--- src/rtl/alu_pkg.sv ---
// alu_pkg: ALU control codes and arbiter FSM states shared by the alu_arbiter slice
package alu_pkg;
   localparam logic [2:0] ALU_ADD = 3'b000;
   localparam logic [2:0] ALU_SUB = 3'b001;
   localparam logic [2:0] ALU_AND = 3'b010;
   localparam logic [2:0] ALU_OR  = 3'b011;
   localparam logic [2:0] ALU_SLT = 3'b101;
   typedef enum logic [1:0] {IDLE = 2'd0, EXEC = 2'd1, RESP = 2'd2} state_t;
endpackage

--- src/rtl/alu.sv ---
// alu: 32-bit combinational ALU with equality and illegal-control flags
module alu
   import alu_pkg::*;
(
   input  logic [31:0] a,
   input  logic [31:0] b,
   input  logic [2:0]  ctrl,
   output logic [31:0] y,
   output logic        eq,
   output logic        err
);
   assign eq = a == b;
   // Unknown control codes give a zero result and raise err
   always_comb begin
      y   = '0;
      err = 1'b0;
      case (ctrl)
         ALU_ADD: y = a + b;
         ALU_SUB: y = a - b;
         ALU_AND: y = a & b;
         ALU_OR:  y = a | b;
         ALU_SLT: y = {31'b0, a < b};
         default: err = 1'b1;
      endcase
   end
endmodule

--- src/rtl/alu_arbiter.sv ---
// alu_arbiter: round-robin sharing of one ALU between two requesters via IDLE/EXEC/RESP FSM
module alu_arbiter
   import alu_pkg::*;
(
   input  logic        clk,
   input  logic        rst_n,
   input  logic [1:0]  req_valid,
   output logic [1:0]  req_ready,
   input  logic [63:0] req_op1,
   input  logic [63:0] req_op2,
   input  logic [5:0]  req_ctrl,
   output logic [1:0]  rsp_valid,
   input  logic [1:0]  rsp_ready,
   output logic [31:0] rsp_result,
   output logic        rsp_eq,
   output logic        rsp_err,
   output logic        busy,
   output logic        grant_id
);
   state_t      state;
   logic        sel, accept;
   logic [31:0] op1_q, op2_q, alu_y;
   logic [2:0]  ctrl_q;
   logic        alu_eq, alu_err;
   assign sel       = &req_valid ? ~grant_id : req_valid[1];
   assign accept    = state == IDLE && |req_valid;
   assign req_ready = (rst_n && accept) ? 2'b01 << sel : 2'b00;
   assign rsp_valid = state == RESP ? (grant_id ? 2'b10 : 2'b01) : 2'b00;
   assign busy      = state != IDLE;
   alu alu_0 (
      .a    (op1_q),
      .b    (op2_q),
      .ctrl (ctrl_q),
      .y    (alu_y),
      .eq   (alu_eq),
      .err  (alu_err)
   );
   // Latch the granted operation, run it for one cycle, then hold the response until consumed
   always_ff @(posedge clk or negedge rst_n) begin
      if (!rst_n) begin
         state      <= IDLE;
         grant_id   <= 1'b1;
         op1_q      <= '0;
         op2_q      <= '0;
         ctrl_q     <= '0;
         rsp_result <= '0;
         rsp_eq     <= 1'b0;
         rsp_err    <= 1'b0;
      end else begin
         case (state)
            IDLE: if (accept) begin
               state    <= EXEC;
               grant_id <= sel;
               op1_q    <= sel ? req_op1[63:32] : req_op1[31:0];
               op2_q    <= sel ? req_op2[63:32] : req_op2[31:0];
               ctrl_q   <= sel ? req_ctrl[5:3] : req_ctrl[2:0];
            end
            EXEC: begin
               state      <= RESP;
               rsp_result <= alu_y;
               rsp_eq     <= alu_eq;
               rsp_err    <= alu_err;
            end
            RESP: if (rsp_ready[grant_id]) state <= IDLE;
            default: state <= IDLE;
         endcase
      end
   end
endmodule
--- config.mk ---
export PLATFORM = sky130hd
export DESIGN_NAME = alu_arbiter
export DESIGN_NICKNAME = d
export VERILOG_FILES = /design/src/rtl/alu_pkg.sv /design/src/rtl/alu.sv /design/src/rtl/alu_arbiter.sv
export SDC_FILE = /design/constraint.sdc
export NUM_CORES = 1
export LEC_CHECK = 0
export BUFFER_PORTS_ARGS = -buffer_cell sky130_fd_sc_hd__buf_2
export CORE_ASPECT_RATIO = 1.2
export CORE_MARGIN = 1.5
export CORE_UTILIZATION = 45
export CTS_CLUSTER_SIZE = 28
export DETAILED_ROUTE_END_ITERATION = 10
export HOLD_SLACK_MARGIN = 0.02
export PLACE_DENSITY_LB_ADDON = 0.08
export SLEW_MARGIN = 30
export SYNTH_ARGS = -nofsm -noshare
export SYNTH_HDL_FRONTEND = slang
export SYNTH_SLANG_ARGS = --single-unit
--- constraint.sdc ---
create_clock -name clk -period 6.05 [get_ports clk]
set_clock_uncertainty 0.2 [all_clocks]
set_input_delay 0.3025 -clock clk [delete_from_list [all_inputs] [get_ports clk]]
set_output_delay 0.3025 -clock clk [all_outputs]
set_load 0.1 [all_outputs]
==> impl_results.md, run 1 <==
* Fmax at 274 MHz
* Post-synth EDFFs at 0
* Period utilisation layout at 60.4%
* Clock slew at reported path FFs at approximately 0.080 ns
* Setup violations, final at 0
* Detailed-route wire length at 29,300 um
* Final Util at a little over half
* HP Start: req_op1[6]
* Mapped Cells at 1,174
* Drt drc at 0
* Most common cell in the netlist: nor2_1
* Post-Synth XOR/XNOR Area at 2.00%
* CP Cell Sequence: inv_1 -> ha_1 -> nor3_1 -> nor4b_1 -> o211ai_1 -> nand2_1 -> mux2_4 -> a2111oi_2 -> o21ai_1
* Ys async rst share at 100%
* Die extent in x at 137 um
* Post-synthesis mux area share at between 8 and 9%
* Largest family of logic cells by synthesized area: compound AO/OA/AOI/OAI gates
* Drt pass-1 iters at 7
* Syn. warnings at 0
* Post-Route M1 WL at 13,200 um
* Core Rows at slightly below 60
* Post_cts resized at 0
* Top cells by count, synth: nor2_1, a21oi_1, dfrtp_1
* Post-DP HPWL at 22,200 um
* DR WL/cell at 18.5 um
* Crit path max fanout at 13
* CP top delay family: simple AND/OR/NAND/NOR gates
* Core area at between 20,000 and 25,000 um2
* WP buf/inv at 1
* FF+latch count, synth at 104
* IO Count at 180
* Setup_tns at 0 ns
* Nets at 1,551
* Wire length on met3 at 1120 um
* Unrepaired setup endpoints after global routing: no
* Synth Area in Adders at 13.3%
* Slowest CP cell: nor4b_1
* IO Port Bufs at between 150 and 200
* Vias in the first global route at around 8,500
* GRT Total Usage at 26.8%
* PnR worst setup slack at 2.40 ns
* CP startpoint kind: register
* Final hold slack at roughly 0.023 ns
* Area leader, netlist: dfrtp_1
* Largest net degree at the start of global routing at 78
* Clock Sinks at 104
* Synth Area in Simple Gates at 16.2%
* Top FF cell, synth: dfrtp_1
* H-tree depth at 3
* Gpl congestion at 0.935
* Post-Syn Nets at between 1,000 and 1,500
* Tmin final at 3.65 ns
* Worst EP arrival at 3.70 ns
* Die Area at about 22,000 um2
* Initial antenna violation count at 0
* Final hold vios at 0
* Reg2reg start: op2_q[15]
* Initial DRC Count at 516
* Status: finished, final reports clean
* Initial core utilization at 46.0%
* Complex-gate fraction of the synthesized area at 24.8%
* CTS tree: done
* Dpl ws at 2.48 ns
* CP Capture Type: register
* Worst-Margin Slew at between 0.7 and 0.8 ns
* CTS root buf: clkbuf_16
* Final ANT Viol Nets at 0
* Worst slew margin at 47.9%
* Max incr delay on CP at 0.61 ns
* Routed wl met2 at 14,200 um
* Die height at 163 um
* First-pass GRT wire length at 46,100 um
* Register area share after synthesis at 27.0%
* Crit path from: op2_q[15]
* Ant diodes at 0
* Vias per inst at 5.67
* Number of buffers created by CTS at 9
* Area growth, synth to finish at 13.9%
* Req. time, crit path at roughly 6.1 ns
* Post-synthesis cell type count at 98
* Layout cells sized above 1 at 19.1%
* Top routing layer in use: met4
* Maximum root-to-sink buffer count at 2
* Post-synth top area share at 26.7%
* Clock Latency Late Sink at 0.37 ns
* Mapped Avg Cell Area at 8.21 um2
* Worst Hold Class: input pin to register
* Post-Syn Area at 9640 um2
* Max_cap viols at 0
* Synth area leaders: dfrtp_1, ha_1, mux2i_1, a21oi_1, nor2_1
* Global route overflow at 0
* Vias post-DR at 8,987
* Crit Path Class: register to register
* Number of max-slew violations in the final report at 0
## worst reg2reg max path, cell delays in order (launching register included)
cell and delay (ns):
dfrtp_1 0.38, inv_1 0.07, ha_1 0.50, nor3_1 0.59
nor4b_1 0.61, o211ai_1 0.26, nand2_1 0.15, mux2_4 0.31
a2111oi_2 0.35, o21ai_1 0.09
## through the flow
stage / instances / cell area (um2)
floorplan: 1174 / 9640
global placement: 1565 / 10600
detailed placement: 1565 / 10600
CTS: 1585 / 11000
global route: 1585 / 11000
finish: 1585 / 11000
## final timing paths
check | end | slack (ns) | cells past startpoint
worst max-delay path | rsp_result[29] | 2.40 | 9
worst min-delay path | op1_q[6] | 0.02 | 3
worst max register to register | rsp_result[29] | 2.40 | 9
worst min register to register | rsp_result[3] | 0.29 | 2
max in group asynchronous | ctrl_q[0] | 4.08 | 3
min in group asynchronous | op1_q[6] | 0.30 | 2
## cell usage in the layout (no fill, tap or decap), types with 18 or more instances in the layout
cell,synthesis,routed
o211ai_1,19,19
buf_2,5,178
inv_1,99,99
nor2_1,150,148
nand2_1,57,57
dfrtp_1,103,102
a21oi_1,146,146
a22oi_1,18,18
a31oi_1,18,18
nor3_1,20,20
xnor2_1,20,20
mux2i_1,77,77
ha_1,99,99
o21ai_0,48,48
## cell type report
class | count | area [um2]
Clock inverter | 7 | 100
Tap cell | 270 | 338
Clock buffer | 9 | 225
Timing Repair Buffer | 192 | 1010
Multi-Input combinational cell | 902 | 6320
Sequential cell | 104 | 2610
Inverter | 101 | 382
Fill cell | 2108 | 9990
## metal layers
layer,track usage [%],up-vias
li1,-,4459
met1,35.3,4239
met2,45.1,243
met3,3.26,46
met4,8.80,0
met5,0,-
## kinds of logic after synthesis
family,count (synthesis)
simple gates,325
xor+xnor,22
fa+ha+maj,101
flops,104
buf+inv,168
mux,83
compound gates,371
## sequential cells by signal, indices dropped and copies added (netlist names)
name and count:
ctrl_q 3, op1_q 32, state 2, rsp_eq 1, op2_q 32, grant_id 1
rsp_result 32, rsp_err 1
## timing repair
item                      in CTS  in global routing
buffers inserted               0                  0
hold buffers                   4                  0
hold endpoints to repair      47                  0
Power of run 1 is left out: the tool's default activity adds up to more than one toggle a clock period on the data nets, which glitch-free logic cannot reach.
==> run 2: changes to the inputs <==
--- a/config.mk
+++ b/config.mk
@@ -5,6 +5,7 @@
 export SDC_FILE = /design/constraint.sdc
 export NUM_CORES = 1
 export LEC_CHECK = 0
+export ABC_AREA = 1
 export BUFFER_PORTS_ARGS = -buffer_cell sky130_fd_sc_hd__buf_2
 export CORE_ASPECT_RATIO = 1.2
 export CORE_MARGIN = 1.5
==> constraint.sdc (replaced) <==
create_clock -name clk -period 3.3 [get_ports clk]
set_clock_uncertainty 0.2 [all_clocks]
set_input_delay 0.165 -clock clk [delete_from_list [all_inputs] [get_ports clk]]
set_output_delay 0.165 -clock clk [all_outputs]
set_load 0.1 [all_outputs]
==> impl_results.md, run 2 <==
* Crit Path Class: register to register
* Gpl congestion at just under 1
* Core area at 22,600 um2
* Global route overflow at 0
* Worst-Margin Slew at 0.888 ns
* Die height at 170 um
* Post-synthesis cell type count at 44
* Die Area at between 20,000 and 25,000 um2
* Placed Area at 11,500 um2
* Setup_tns at 0 ns
* Core Rows at 60
* Vias in the first global route at 11,500
* Nets at ~2,200
* Detailed-route wire length at just under 40,000 um
* Setup violations, final at 0
* Largest net degree at the start of global routing at 105
* Top FF cell, synth: dfrtp_1
* Post-DP HPWL at 28,800 um
* Area growth, synth to finish at 26.3%
* FF+latch count, synth at 104
* Clock Sinks at 104
* Mapped Avg Cell Area at between 6 and 7 um2
* Req. time, crit path at 3.41 ns
* Mapped Cells at about 1,700
* First-pass GRT wire length at 61,000 um
* Unrepaired setup endpoints after global routing: no
* Ys async rst share at 100%
* Period utilisation layout at about 94%
* H-tree depth at 3
* Worst Hold Class: input pin to register
* Final hold vios at 0
* CTS root buf: clkbuf_16
* CP startpoint kind: register
* IO Count at 180
* Final ANT Viol Nets at 0
* Biggest regs: op1_q x32, op2_q x32, rsp_result x32
* Fmax at roughly 320 MHz
* DR WL/cell at roughly 17 um
* Clock slew at reported path FFs at roughly 0.08 ns
* Die extent in x at 142 um
* Post-synth EDFFs at 0
* CTS tree: done
* Post-Layout Cell Count at 2,295
* Layout cells sized above 1 at 12.3%
* Status: finished, final reports clean
* IO Port Bufs at 179
* Most common cell after layout, fill and taps aside: nand2_1
* GRT Total Usage at between 30% and 40%
* Maximum root-to-sink buffer count at 2
* Vias post-DR at between 10,000 and 15,000
* Worst EP arrival at 3.20 ns
* Top cells by count, synth: nand2_1, inv_1, nor2_1
* Drt drc at 0
* Most common cell in the netlist: nand2_1
* Most frequent cells in the layout: nand2_1, inv_1, nor2_1
* Register area share after synthesis at 24.9%
* Initial DRC Count at about 760
* CP Capture Type: register
* Tmin final at 3.09 ns
* Area leader, netlist: dfrtp_1
* Post-Syn Nets at 1,948
* Number of max-slew violations in the final report at 0
* Clock Latency Late Sink at roughly 0.38 ns
* Post-Syn Area at 10,500 um2
* Design area at 13,200 um2
* Number of buffers created by CTS at 9
* Crit path max fanout at 76
* Initial antenna violation count at 0
* Cell count after placement at ~2,100
* Max_cap viols at 0
* Setup bufs post-CTS at 0
* Initial core utilization at 46.3%
* Post-synth top area share at between 20% and 30%
* Vias per inst at 5.12
* Worst slew margin at 40.7%
* Syn. warnings at 0
* Ant diodes at 0
* Synth area leaders: dfrtp_1, nand2_1, ha_1, inv_1, nor2_1
* Drt pass-1 iters at 5
* Final Util at 58.5%
-- run 2: final timing paths --
kind / start / end / slack (ns) / depth (start not counted)
min reg2reg: rsp_result[16] / rsp_result[16] / 0.28 / 2
min in group asynchronous: rst_n / rsp_result[9] / 0.27 / 3
max in group asynchronous: rst_n / rsp_result[29] / 2.13 / 3
min: req_valid[1] / grant_id / 0.21 / 5
max: state[1] / op2_q[13] / 0.21 / 8
max reg2reg: state[1] / op2_q[13] / 0.21 / 8
-- run 2: kinds of logic (layout without fill, tap and decap cells) --
logic type	after synthesis	after routing	synth area share (%)
adder cells (fa/ha/maj)	101	101	12.2
buffers and inverters	351	629	13.4
flip-flops	104	104	24.9
XOR/XNOR	1	1	0.0837
AO/OA/AOI/OAI	264	264	14.4
AND/OR/NAND/NOR	886	886	35.0
-- run 2: cell type report --
cell class | instances | area [um2]
sequential | 104 | 2600
clock inverter | 7 | 72.6
inverter | 285 | 1070
clock buffer | 9 | 225
multi-input combinational | 1252 | 6470
timing repair buffer | 328 | 2390
tap | 310 | 388
fill | 2268 | 9380
-- run 2: timing repair --
| action | 4_1_cts | 5_1_grt |
|---|---|---|
| resized for setup | 0 | 1 |
| hold buffers | 137 | 0 |
| endpoints found under the setup margin | 0 | 37 |
| endpoints found under the hold margin | 171 | 0 |
-- run 2: worst max-delay path: stages, from the launching register on --
cell           delay, ns
dfrtp_1             0.41
nor2_1              0.20
o21ai_0             0.23
clkinv_2            0.07
buf_4               0.44
buf_6               0.46
o21ai_0             0.22
o22ai_1             0.15
dlygate4sd3_1       0.57
-- run 2: metal layers --
layer  vias to the layer above  routed length, um  share of wire [%]  track usage, %
met2                       371              18700                 48            56.9
met3                        47               1850                4.7            2.76
met5                         -                  0                  0               0
li1                       5936                  -                  -               -
met4                         0                814                2.1            8.83
met1                      5404              17700                 45            42.9
-- run 2: through the flow --
step,hold WS (ns),setup WS (ns)
global route,0.290,0.00170
finish,0.213,0.209
global placement,0.169,0.537
CTS,0.200,0.0652
detailed placement,0.174,0.533
floorplan,-0.331,0.364
Power of run 2 is left out for the same reason.
